File: config.mk
export PLATFORM = sky130hd
export DESIGN_NAME = dmem_arbiter
export DESIGN_NICKNAME = d
export VERILOG_FILES = /design/src/rtl/dmem_pkg.sv /design/src/rtl/dmem_lane_merge.sv /design/src/rtl/dmem_arbiter.sv
export SDC_FILE = /design/constraint.sdc
export NUM_CORES = 1
export LEC_CHECK = 0
export CAP_MARGIN = 20
export CORE_MARGIN = 2
export CORE_UTILIZATION = 30
export CTS_CLUSTER_DIAMETER = 60
export DETAILED_ROUTE_END_ITERATION = 8
export PLACE_DENSITY = 0.67
export SLEW_MARGIN = 20
export SYNTH_ARGS = -nofsm -noshare
export SYNTH_HDL_FRONTEND = slang
export SYNTH_SLANG_ARGS = --single-unit
File: constraint.sdc
create_clock -name clk -period 3.4 [get_ports clk]
set_input_delay 0.68 -clock clk [delete_from_list [all_inputs] [get_ports clk]]
set_output_delay 0.68 -clock clk [all_outputs]
set_load 0.1 [all_outputs]
File: src/rtl/dmem_pkg.sv
// Shared encodings and defaults for the data-memory arbiter slice.
package dmem_pkg;

  localparam int DEPTH_WORDS_DEFAULT = 1024;

  localparam logic [1:0] SZ_BYTE = 2'b00;
  localparam logic [1:0] SZ_HALF = 2'b01;
  localparam logic [1:0] SZ_WORD = 2'b10;

  typedef enum logic {
    IDLE,
    RMW_WR
  } state_t;

endpackage

File: src/rtl/dmem_lane_merge.sv
// Replaces the addressed byte or half lane of an old memory word with
// right-aligned store data; word size replaces the whole word.
module dmem_lane_merge
  import dmem_pkg::*;
(
  input  logic [31:0] old_word,
  input  logic [31:0] wdata,
  input  logic [1:0]  size,
  input  logic [1:0]  addr_lo,
  output logic [31:0] merged
);

  always_comb begin
    merged = old_word;
    case (size)
      SZ_BYTE: merged[{addr_lo, 3'b000} +: 8]        = wdata[7:0];
      SZ_HALF: merged[{addr_lo[1], 4'b0000} +: 16]   = wdata[15:0];
      SZ_WORD: merged                                 = wdata;
      default: merged                                 = old_word;
    endcase
  end

endmodule

File: src/rtl/dmem_arbiter.sv
// Round-robin two-port arbiter for a single-port data memory; sub-word
// stores become a read in the grant cycle and a merged write in RMW_WR.
//
// Handshake: rN_req with its fields is held stable until rN_gnt; rN_gnt is
// combinational and consumes the request in that cycle. Every grant yields
// exactly one rN_resp pulse, one cycle later (two for sub-word stores).
module dmem_arbiter
  import dmem_pkg::*;
#(
  parameter int DEPTH_WORDS = DEPTH_WORDS_DEFAULT
) (
  input  logic        clk,
  input  logic        rst,
  input  logic        r0_req,
  input  logic        r0_we,
  input  logic [1:0]  r0_size,
  input  logic [31:0] r0_addr,
  input  logic [31:0] r0_wdata,
  output logic        r0_gnt,
  output logic        r0_resp,
  output logic [31:0] r0_rdata,
  output logic        r0_err,
  input  logic        r1_req,
  input  logic        r1_we,
  input  logic [1:0]  r1_size,
  input  logic [31:0] r1_addr,
  input  logic [31:0] r1_wdata,
  output logic        r1_gnt,
  output logic        r1_resp,
  output logic [31:0] r1_rdata,
  output logic        r1_err,
  output logic [31:0] mem_a,
  output logic        mem_we,
  output logic [31:0] mem_wd,
  input  logic [31:0] mem_rd
);

  localparam logic [32:0] ADDR_LIMIT = 33'(DEPTH_WORDS) * 33'd4;

  state_t      state, state_nxt;
  logic        last_ptr;
  logic        gnt_vld, gnt_id;
  logic        sel_we, sel_err, sel_subword;
  logic [1:0]  sel_size;
  logic [31:0] sel_addr, sel_wdata;

  logic        rmw_owner;
  logic [31:0] rmw_addr, rmw_wdata;
  logic [1:0]  rmw_size;
  logic [31:0] merged_word;

  logic        resp_vld, resp_owner, resp_err, resp_load, resp_live;
  logic [31:0] resp_data;

  always_comb begin
    gnt_vld = 1'b0;
    gnt_id  = 1'b0;
    if (!rst && state == IDLE) begin
      if (r0_req && r1_req) begin
        gnt_vld = 1'b1;
        gnt_id  = ~last_ptr;
      end else if (r0_req) begin
        gnt_vld = 1'b1;
      end else if (r1_req) begin
        gnt_vld = 1'b1;
        gnt_id  = 1'b1;
      end
    end
  end

  assign r0_gnt = gnt_vld & ~gnt_id;
  assign r1_gnt = gnt_vld & gnt_id;

  assign sel_we    = gnt_id ? r1_we    : r0_we;
  assign sel_size  = gnt_id ? r1_size  : r0_size;
  assign sel_addr  = gnt_id ? r1_addr  : r0_addr;
  assign sel_wdata = gnt_id ? r1_wdata : r0_wdata;

  always_comb begin
    sel_err = ({1'b0, sel_addr} >= ADDR_LIMIT);
    case (sel_size)
      SZ_BYTE: ;
      SZ_HALF: if (sel_addr[0]) sel_err = 1'b1;
      SZ_WORD: if (sel_addr[1:0] != 2'b00) sel_err = 1'b1;
      default: sel_err = 1'b1;
    endcase
  end

  // Illegal size is already an error, so only byte/half reach the RMW path.
  assign sel_subword = sel_we && !sel_err &&
                       (sel_size == SZ_BYTE || sel_size == SZ_HALF);

  dmem_lane_merge u_merge (
    .old_word (mem_rd),
    .wdata    (rmw_wdata),
    .size     (rmw_size),
    .addr_lo  (rmw_addr[1:0]),
    .merged   (merged_word)
  );

  always_comb begin
    state_nxt = state;
    mem_a     = 32'd0;
    mem_we    = 1'b0;
    mem_wd    = 32'd0;
    case (state)
      IDLE: begin
        if (gnt_vld && !sel_err) begin
          mem_a = {sel_addr[31:2], 2'b00};
          if (sel_we && sel_size == SZ_WORD) begin
            mem_we = 1'b1;
            mem_wd = sel_wdata;
          end
          if (sel_subword) state_nxt = RMW_WR;
        end
      end
      RMW_WR: begin
        state_nxt = IDLE;
        if (!rst) begin
          mem_a  = {rmw_addr[31:2], 2'b00};
          mem_we = 1'b1;
          mem_wd = merged_word;
        end
      end
      default: state_nxt = IDLE;
    endcase
  end

  always_ff @(posedge clk) begin
    if (rst) begin
      state      <= IDLE;
      last_ptr   <= 1'b1;
      resp_vld   <= 1'b0;
      resp_owner <= 1'b0;
      resp_err   <= 1'b0;
      resp_load  <= 1'b0;
      rmw_owner  <= 1'b0;
      rmw_addr   <= 32'd0;
      rmw_size   <= 2'b00;
      rmw_wdata  <= 32'd0;
    end else begin
      state     <= state_nxt;
      resp_vld  <= 1'b0;
      resp_err  <= 1'b0;
      resp_load <= 1'b0;
      if (gnt_vld) begin
        last_ptr   <= gnt_id;
        resp_vld   <= !sel_subword;
        resp_owner <= gnt_id;
        resp_err   <= sel_err;
        resp_load  <= !sel_we && !sel_err;
        rmw_owner  <= gnt_id;
        rmw_addr   <= sel_addr;
        rmw_size   <= sel_size;
        rmw_wdata  <= sel_wdata;
      end else if (state == RMW_WR) begin
        resp_vld   <= 1'b1;
        resp_owner <= rmw_owner;
      end
    end
  end

  // Load data is the memory's registered output, passed through untouched.
  assign resp_live = resp_vld && !rst;
  assign resp_data = resp_load ? mem_rd : 32'd0;

  assign r0_resp  = resp_live && !resp_owner;
  assign r1_resp  = resp_live && resp_owner;
  assign r0_err   = r0_resp && resp_err;
  assign r1_err   = r1_resp && resp_err;
  assign r0_rdata = r0_resp ? resp_data : 32'd0;
  assign r1_rdata = r1_resp ? resp_data : 32'd0;

endmodule

==> flow_summary.ini, run 1 <==
[global_route]
grt_max_degree = 77
antenna_found_initial = 3
grt_pass1_vias = 7227
grt_pass1_wl_um = 41290
grtUsageTotal_pct = 26.29
grt.overflow.total = 0

[pwr]
p_int_mw = 2.435
power_frac_clock_pct = 32.9
p_comb_share_pct = 39.7
p_leak_nw = 5.174
pwr-share-seq_pct = 27.5
swShare_pct = 34.31
p_sw_mw = 1.272
cellPowerDensity_mw_per_mm2 = 295.7
vdd_drop_max_mv = 0.2847

[cts]
cts_buffer_depth = 2
clock_sinks = 73
clk_latency_ns = 0.34
hold_buffers = 0
cts_tree = yes
numCtsBuffers = 9
clockRootBuffer = clkbuf_16
htree_levels = 3
clkTransAtPathRegs_ns = 0.06

[critical_path]
critical_path_class = primary input to primary output
end_kind = primary output
slowest_delay_ns = 0.36
cpLargestDelayFamily = buffers and inverters
crit_slowest_cell = mux2i_4
path_buf_inv = 4
worstReg2RegStart = last_ptr$_SDFFE_PP1P_
crit_arrival_ns = 2.88
crit_chain = buf_8 -> a21boi_4 -> nand2_4 -> mux2i_4 -> ha_4 -> or2_4 -> nor2_4 -> o211ai_4 -> buf_12 -> buf_12 -> o22ai_4 -> buf_12
rrSetupSlack_ns = 1.21
crit_top_cell = buf_12
start_kind = primary input
rr_endpoint = resp_load$_SDFF_PP0_
worstRegToRegCells = 9
cp_data_required_time_ns = 2.72
path_max_fanout = 5

[timing]
finClkSkew_ns = 0.008061
layout_setup_ws_ns = -0.1615
setup-violations-final = 63
rsz0062_at_grt = true
layout_min_cycle_time_ns = 3.561
slew_headroom_pct = 36.76
period_share_pct = 104.7
tightest_slew_ns = 0.9486
clock.fmax_mhz = 280.8
finalMaxSlewViolations = 0
finalHoldViolCount = 0

[place]
dpl.hpwl_um = 19670
dp_cells = 1291
place_congestion = 0.9013
port_buffers = 302

[run_status]
failed_checks = setup timing
status = complete, but fails checks

[cells_and_area]
stdcell_count = 1329
num-nets-final = 1266
layout-drive-gt1-share_pct = 36.23
multi_input_comb_area_sq_mm = 0.004949
register_area_sq_mm = 0.001465
nFillCells = 1440
reg_top3 = rmw_addr: 32 flops, rmw_wdata: 32 flops, rmw_size: 2 flops
synthToLayoutAreaGrowth_pct = 119.0
utilization_pct = 67.02

[floorplan]
die_x_um = 142.2
die-height_um = 142.2
die-area_sq_mm = 0.02021
rows = 50
initial_utilization_pct = 30.61
core_sq_mm = 0.01871
pin_count = 305

[synth]
yosys_register_bits = 73
synth.cell_area_sq_mm = 0.005725
synth_cells = 734
synth_most_common_cell = dfxtp_1
synth.area.top_cells = dfxtp_1 (26%), mux2i_1 (13%), and3_1 (7.0%)
ys_types = 54
synth_area_per_cell_sq_um = 7.800
synth-edff-count = 0
async_flop_share_pct = 0
synth_top_cell_area_share_pct = 25.52
yosysSeqAreaShare_pct = 25.52
yosys_warnings = 0
synth_top_flop_cell = dfxtp_1
synth_common_cells = dfxtp_1 (73), mux2i_1 (72), and3_1 (64), nor2_1 (54), clkbuf_1 (48)
synth_top_area_cell = dfxtp_1

[detailed_routing]
drcViolationCount = 0
vias = 7343
drt-initial-drc-count = 470
viasPerCell = 5.525
drtAntennaViolNets = 0
wl_um = 26700
firstDrtPassIters = 5
wl_per_cell_um = 20.09

[hold_path]
worstHoldStart = rmw_owner$_SDFFE_PP0P_
min_to = rmw_owner$_SDFFE_PP0P_
hold_class = flip-flop to flip-flop
holdPathStages = 2

[job]
max-cap-violations = 0
## power groups by stage
stage	Sequential (mW)	Combinational (mW)	Clock, mW
4_1_cts	1.01	1.46	1.25
2_1_floorplan	0.997	0.838	0
3_3_place_gp	1.03	1.40	0
5_1_grt	1.03	1.56	1.29
6_report	1.02	1.47	1.22
3_5_place_dp	1.03	1.41	0
## cells by family after synthesis
kind of cell	count (synthesis)	share of synthesized area [%]
mux	88	15.73
simple gates	238	22.99
fa+ha+maj	8	1.748
compound gates	236	27.34
other cells	1	0.06550
buf+inv	90	6.600
flops	73	25.52
## stage by stage
| stage | hold slack (ns) | setup TNS, ns | setup WS (ns) | area, sq um | total power [mW] |
|---|---|---|---|---|---|
| after floorplan | 0.4332 | -14.41 | -0.2580 | 6711 | 1.835 |
| after global placement | 0.4389 | -28.29 | -0.4962 | 11760 | 2.425 |
| after detailed placement | 0.4447 | -33.16 | -0.5750 | 11760 | 2.441 |
| after CTS | 0.4528 | -4.727 | -0.1503 | 12560 | 3.722 |
| after global routing | 0.4871 | -9.420 | -0.2429 | 12540 | 3.875 |
| final | 0.4524 | -4.336 | -0.1615 | 12540 | 3.707 |
## tightest hold or removal path: stages (launching register included)
cell and delay [ns]:
dfxtp_1 0.31, nand2_1 0.05, a21oi_1 0.05
## worst max path at each step
stage	start	to	slack, ns	cells after the start
5_1_grt	r1_req	mem_wd[16]	-0.24	12
6_report	r1_req	mem_wd[8]	-0.16	12
2_1_floorplan	r1_req	mem_a[10]	-0.26	11
3_3_place_gp	r1_req	mem_wd[24]	-0.50	13
4_1_cts	r1_req	mem_wd[12]	-0.15	15
3_5_place_dp	r1_req	mem_wd[12]	-0.58	13
## per-layer routing
metal,GRT usage [%],routed length (um),vias up
met5,0,13,-
met4,10.21,857,2
met3,7.100,2272,54
met2,45.21,12970,357
met1,31.15,10580,3443
li1,-,-,3487
## area by class of cell
class                      count  share of cell area, %
antenna                        2                0.03992
timing repair buffer         418                  43.03
sequential                    73                  11.69
tap                          234                  2.335
clock buffer                  11                  2.016
multi-input combinational    572                  39.47
clock inverter                 5                 0.9980
inverter                      14                 0.4192
## cells in the final DEF, fill, tap and decap left out, types with 4 or more instances in the layout
| master | instances |
|---|---|
| a22o_1 | 11 |
| nor2_4 | 4 |
| a21oi_1 | 23 |
| clkdlybuf4s50_1 | 151 |
| inv_2 | 5 |
| dfxtp_1 | 70 |
| a2bb2oi_1 | 4 |
| o21ai_0 | 38 |
| a22oi_1 | 8 |
| bufinv_16 | 4 |
| a32oi_1 | 10 |
| ha_1 | 5 |
| dlygate4sd2_1 | 13 |
| mux2i_1 | 71 |
| nor2_1 | 51 |
| nor4_2 | 8 |
| a221oi_1 | 22 |
| inv_1 | 9 |
| clkbuf_16 | 9 |
| nand2_1 | 40 |
| buf_4 | 97 |
| mux2_2 | 16 |
| nor2b_1 | 4 |
| o21ai_4 | 32 |
| and3_1 | 64 |
| buf_6 | 9 |
| nand3b_1 | 35 |
| o22ai_4 | 31 |
| o21ai_1 | 6 |
| buf_12 | 139 |
| a211oi_1 | 31 |
## timing repair
| item | 4_1_cts | 5_1_grt |
|---|---|---|
| gates resized for setup | 58 | 15 |
| endpoints found under the setup margin | 63 | 63 |
| pin swaps | 28 | 20 |
| cloned | 6 | 0 |
| endpoints found under the hold margin | 0 | 0 |
| buffers inserted | 16 | 3 |
(Power assumes the default switching activity.)
==> run 2: changes to the inputs <==
- CORE_MARGIN: 2 -> 3
- PLACE_DENSITY: 0.67 -> 0.66
- SYNTH_HIERARCHICAL: unset -> 1
==> flow_summary.ini, run 2 <==
[cells_and_area]
reg_top3 = rmw_addr: 32 flops, rmw_wdata: 32 flops, rmw_size: 2 flops
num-nets-final = 1336
layout_commonest_cell = clkdlybuf4s50_1
diodes = 0
utilization_pct = 66.69
nFillCells = 1522
stdcell_count = 1423
synthToLayoutAreaGrowth_pct = 113.8
layout_common_cells = clkdlybuf4s50_1 (161), buf_12 (143), buf_4 (96), nand2_1 (89), nor2_1 (77)
layout-drive-gt1-share_pct = 37.32

[synth]
synth-edff-count = 0
synth_area_per_cell_sq_um = 7.419
synth_top_flop_cell = dfxtp_1
yosys_warnings = 6
synth_top_cell_area_share_pct = 24.47
synth.cell_area_sq_mm = 0.005972
synth_cells = 805
yosysSeqAreaShare_pct = 24.47
synth_top_area_cell = dfxtp_1
yosys_register_bits = 73
synth.area.top_cells = dfxtp_1 (24%), mux2i_1 (11%), nor2_1 (8.5%)
async_flop_share_pct = 0
ys_types = 53
synth_common_cells = nor2_1 (135), nand2_1 (91), dfxtp_1 (73), mux2i_1 (67), nand3b_1 (48)
synth_most_common_cell = nor2_1

[cts]
cts_tree = yes
htree_levels = 3
clock_sinks = 73
cts_buffer_depth = 2
numCtsBuffers = 9
clk_latency_ns = 0.34
clkTransAtPathRegs_ns = 0.06
clockRootBuffer = clkbuf_16

[floorplan]
die_x_um = 147.1
pin_count = 305
rows = 50
die-area_sq_mm = 0.02164
initial_utilization_pct = 31.20
die-height_um = 147.1
core_sq_mm = 0.01914

[detailed_routing]
vias = 7712
drcViolationCount = 0
firstDrtPassIters = 5
viasPerCell = 5.420
drt-initial-drc-count = 565
drtAntennaViolNets = 0
wl_per_cell_um = 19.77
wl_um = 28140

[pwr]
pwr-share-seq_pct = 27.9
total_power_mw = 3.668
vdd_drop_max_mv = 0.2622
p_comb_share_pct = 43.1
cellPowerDensity_mw_per_mm2 = 287.3
p_leak_nw = 4.975
swShare_pct = 35.77
p_int_mw = 2.356
power_frac_clock_pct = 29.1
p_sw_mw = 1.312

[critical_path]
crit_top_cell = nor2_4
crit_arrival_ns = 2.86
critical_path_class = primary input to primary output
worstReg2RegStart = last_ptr$_SDFFE_PP1P_
crit_slowest_cell = mux2i_4
cp_data_required_time_ns = 2.72
cpLargestDelayFamily = compound AO/OA/AOI/OAI gates
path_max_fanout = 5
path_buf_inv = 4
slowest_delay_ns = 0.29
crit_chain = buf_8 -> nor2_4 -> nand3_4 -> mux2i_4 -> ha_4 -> a21oi_4 -> a41oi_2 -> a21boi_4 -> buf_6 -> buf_16 -> nor2_4 -> a32o_2 -> buf_12
end_kind = primary output
crit_start = rst
start_kind = primary input

[timing]
finalMaxSlewViolations = 0
rsz0062_at_grt = true
finalHoldViolCount = 0
setup-violations-final = 62
finClkSkew_ns = 0.006328
layout_setup_ws_ns = -0.1404
clock.fmax_mhz = 282.5
period_share_pct = 104.1
layout_min_cycle_time_ns = 3.540
slew_headroom_pct = 50.53
tightest_slew_ns = 0.7421

[hold_path]
hold_class = flip-flop to flip-flop
worstHoldStart = rmw_owner$_SDFFE_PP0P_

[job]
max-cap-violations = 0

[global_route]
grt_max_degree = 79
grt_pass1_wl_um = 43590
antenna_found_initial = 0
grtUsageTotal_pct = 25.08
grt.overflow.total = 0
grt_pass1_vias = 7769

[run_status]
failed_checks = setup timing
status = complete, but fails checks

[place]
place_congestion = 0.9158
dp_cells = 1388
port_buffers = 302
dpl.hpwl_um = 20960
run 2: timing repair:
item	CTS	global route
setup endpoints to repair	63	63
gates resized for setup	79	15
gates cloned	3	2
pin swaps	29	20
hold buffers	0	0
setup buffers	10	7
run 2: final cells by class:
cell class	count	area (sq um)	area share (%)
repair buffers	420	5489	42.99
multi-input cells	639	5095	39.91
flip-flops and latches	73	1464	11.47
well taps	260	325.3	2.548
clock buffers	11	252.7	1.980
clock inverters	5	77.57	0.6076
inverters	15	63.81	0.4998
run 2: cells by family after synthesis:
logic type               Yosys count  synth area share, %
flip-flops                        73                24.47
AND/OR/NAND/NOR                  320                25.56
adder cells (fa/ha/maj)            8                1.676
multiplexers                      78                13.30
buffers and inverters             94                7.375
AO/OA/AOI/OAI                    231                27.55
other                              1              0.06279
run 2: layer usage:
layer | up-vias | routed length (um) | GRT usage [%]
met5 | - | 0 | 0
met4 | 0 | 706 | 7.922
met3 | 47 | 2251 | 6.107
met2 | 354 | 14120 | 44.54
met1 | 3634 | 11060 | 29.79
li1 | 3677 | - | -
run 2: final timing paths:
| kind | slack (ns) | cells past startpoint | to |
|---|---|---|---|
| setup / recovery | -0.14 | 13 | mem_a[31] |
| hold reg to reg | 0.48 | 2 | rmw_owner$_SDFFE_PP0P_ |
| setup reg to reg | 0.92 | 13 | resp_vld$_SDFF_PP0_ |
| hold / removal | 0.48 | 2 | rmw_owner$_SDFFE_PP0P_ |
run 2: stage by stage:
step | setup slack [ns] | TNS, ns | hold slack (ns) | instance area, sq um
5_1_grt | -0.2349 | -12.96 | 0.5153 | 12770
2_1_floorplan | -0.4367 | -15.47 | 0.4375 | 6746
3_3_place_gp | -0.5337 | -31.03 | 0.4631 | 11910
6_report | -0.1404 | -6.584 | 0.4820 | 12770
3_5_place_dp | -0.5708 | -32.64 | 0.4737 | 11910
4_1_cts | -0.1516 | -3.874 | 0.4881 | 12630
run 2: worst register-to-register path: stages (launching register included):
cell and delay [ns]:
dfxtp_1 0.39, nand2_4 0.08, nand3_4 0.13, mux2i_4 0.32
inv_2 0.09, ha_4 0.19, a21oi_4 0.14, a41oi_2 0.12
a21boi_4 0.17, buf_6 0.17, buf_16 0.14, buf_4 0.14
a21oi_1 0.15, a32oi_1 0.11
run 2: power by group through the flow:
stage / clock network (mW) / registers [mW] / logic, mW
2_1_floorplan: 0 / 0.998 / 0.844
4_1_cts: 1.08 / 1.02 / 1.54
6_report: 1.07 / 1.02 / 1.58
5_1_grt: 1.12 / 1.03 / 1.67
3_3_place_gp: 0 / 1.03 / 1.41
3_5_place_dp: 0 / 1.04 / 1.42
==> run 3: changes to the inputs <==
- CORE_UTILIZATION: 30 -> 37
- GPL_ROUTABILITY_DRIVEN: unset -> 0
- PLACE_DENSITY: 0.66 -> 0.78
==> flow_summary.ini, run 3 (synthesized netlist as in run 2, its figures left out) <==
[timing]
finalMaxSlewViolations = 0
period_share_pct = 105.4
layout_min_cycle_time_ns = 3.585
layout_setup_ws_ns = -0.1845
rsz0062_at_grt = true
finalHoldViolCount = 0
finClkSkew_ns = 0.008186
whs_ns = 0.4838
slew_headroom_pct = 50.58
clock.fmax_mhz = 279.0
setup-violations-final = 63
tightest_slew_ns = 0.7413

[critical_path]
rrSetupSlack_ns = 0.80
crit_top_cell = buf_6
slowest_delay_ns = 0.33
path_max_fanout = 6
worstReg2RegStart = last_ptr$_SDFFE_PP1P_
cp_data_required_time_ns = 2.72
critical_path_class = primary input to primary output
rr_endpoint = resp_vld$_SDFF_PP0_
path_buf_inv = 6
start_kind = primary input
crit_slowest_cell = a32o_4
cpLargestDelayFamily = buffers and inverters
end_kind = primary output
crit_chain = buf_6 -> nor2_4 -> nand3_4 -> mux2i_4 -> buf_6 -> ha_4 -> inv_4 -> a41oi_2 -> a21boi_4 -> buf_6 -> buf_8 -> nor2_4 -> a32o_4 -> buf_12
crit_arrival_ns = 2.90
worstRegToRegCells = 14

[global_route]
grt.overflow.total = 0
grtUsageTotal_pct = 31.52
grt_pass1_wl_um = 44950
grt_pass1_vias = 8048
grt_max_degree = 78
antenna_found_initial = 4

[pwr]
p_sw_mw = 1.289
power_frac_clock_pct = 27.4
pwr-share-seq_pct = 29.0
cellPowerDensity_mw_per_mm2 = 283.4
p_int_mw = 2.246
p_leak_nw = 4.882
vdd_drop_max_mv = 0.2550
swShare_pct = 36.46
p_comb_share_pct = 43.6

[cts]
htree_levels = 3
cts_buffer_depth = 2
numCtsBuffers = 9
clkTransAtPathRegs_ns = 0.05
clockRootBuffer = clkbuf_16
clock_sinks = 73
cts_tree = yes
clk_latency_ns = 0.34

[hold_path]
min_to = rmw_owner$_SDFFE_PP0P_
hold_class = flip-flop to flip-flop
worstHoldStart = rmw_owner$_SDFFE_PP0P_
holdPathStages = 2

[cells_and_area]
multi_input_comb_area_sq_mm = 0.005019
reg_top3 = rmw_addr: 32 flops, rmw_wdata: 32 flops, rmw_size: 2 flops
layout-drive-gt1-share_pct = 34.96
nFillCells = 941
register_area_sq_mm = 0.001461
final_cell_area_sq_mm = 0.01247
utilization_pct = 80.56
layout_common_cells = clkdlybuf4s50_1 (162), buf_12 (142), nor2_1 (90), nand2_1 (89), buf_4 (85)
num-nets-final = 1324
synthToLayoutAreaGrowth_pct = 108.9
layout_commonest_cell = clkdlybuf4s50_1

[floorplan]
die-height_um = 133.0
pin_count = 305
core_sq_mm = 0.01548
die-area_sq_mm = 0.01770
rows = 45
die_x_um = 133.0
initial_utilization_pct = 38.57

[detailed_routing]
firstDrtPassIters = 8
drcViolationCount = 1
drt-initial-drc-count = 930
viasPerCell = 5.941
wl_per_cell_um = 21.56
vias = 8091
wl_um = 29370
drtAntennaViolNets = 0

[run_status]
status = complete, but fails checks
failed_checks = DRC, setup timing

[place]
dpl.hpwl_um = 21120
dpl_cell_area_sq_mm = 0.01166
port_buffers = 302

[job]
max-cap-violations = 0
==> run 3: cell types whose count changed in the layout (fill, tap and decap cells not counted), moves of 2 or more <==
cell / delta
clkinv_2: -2
nor4_2: -3
clkbuf_1: +2
nor4_1: +3
clkbuf_16: -2
nor2_2: -7
dfxtp_1: +2
nor2_4: -6
buf_4: -11
buf_6: +2
nor2_1: +13
dfxtp_2: -2
==> run 3: layer usage <==
metal / part of all wire (%) / up-vias / track usage [%]
met3: 9.3 / 99 / 7.947
met5: 0.10 / - / 0
met1: 35 / 3818 / 35.41
li1: - / 3657 / -
met2: 52 / 511 / 57.53
met4: 3.6 / 6 / 10.91
==> run 3: power by group through the flow <==
stage / clock network, mW / logic, mW / registers (mW)
6_report: 0.970 / 1.54 / 1.02
5_1_grt: 1.02 / 1.62 / 1.03
4_1_cts: 0.972 / 1.49 / 1.02
3_5_place_dp: 0 / 1.40 / 1.03
3_3_place_gp: 0 / 1.38 / 1.03
2_1_floorplan: 0 / 0.844 / 0.998
==> run 3: how the worst max path moves through the flow <==
stage                             to  slack, ns  startpoint  cells after the start
after floorplan           mem_wd[10]      -0.44         rst                     13
final                      mem_a[13]      -0.18         rst                     14
after detailed placement   mem_wd[0]      -0.64      r0_req                     12
after global placement     mem_wd[0]      -0.51      r0_req                     12
after global routing      mem_wd[30]      -0.27         rst                     14
after CTS                  mem_a[12]      -0.15         rst                     14
==> run 3: per-stage QoR <==
stage	total power [mW]	TNS [ns]	setup WS (ns)	instances
after CTS	3.480	-6.278	-0.1519	1359
after global placement	2.408	-29.71	-0.5095	1320
after detailed placement	2.436	-35.90	-0.6409	1320
after global routing	3.673	-14.55	-0.2750	1362
after floorplan	1.841	-15.47	-0.4367	806
final	3.535	-9.129	-0.1845	1362
==> run 3: final cells by class <==
cell class | count | area share [%]
Multi-Input combinational cell | 639 | 40.23
Tap cell | 211 | 2.117
Antenna cell | 1 | 0.02006
Clock inverter | 2 | 0.3009
Timing Repair Buffer | 408 | 43.01
Sequential cell | 73 | 11.72
Clock buffer | 13 | 2.086
Inverter | 15 | 0.5116
==> run 3: timing repair <==
item,4_1_cts,5_1_grt
endpoints found under the setup margin,63,63
hold buffers,0,0
pin swaps,30,19
gates cloned,5,0
gates resized for setup,64,19
setup buffers,20,3
==> run 3: worst min-delay path: cells and delay by family, from the launching register on <==
family | cells | cell delay, ns
AOI/OAI and AO/OA | 1 | 0.06
DFF | 1 | 0.32
and+or+nand+nor | 1 | 0.07
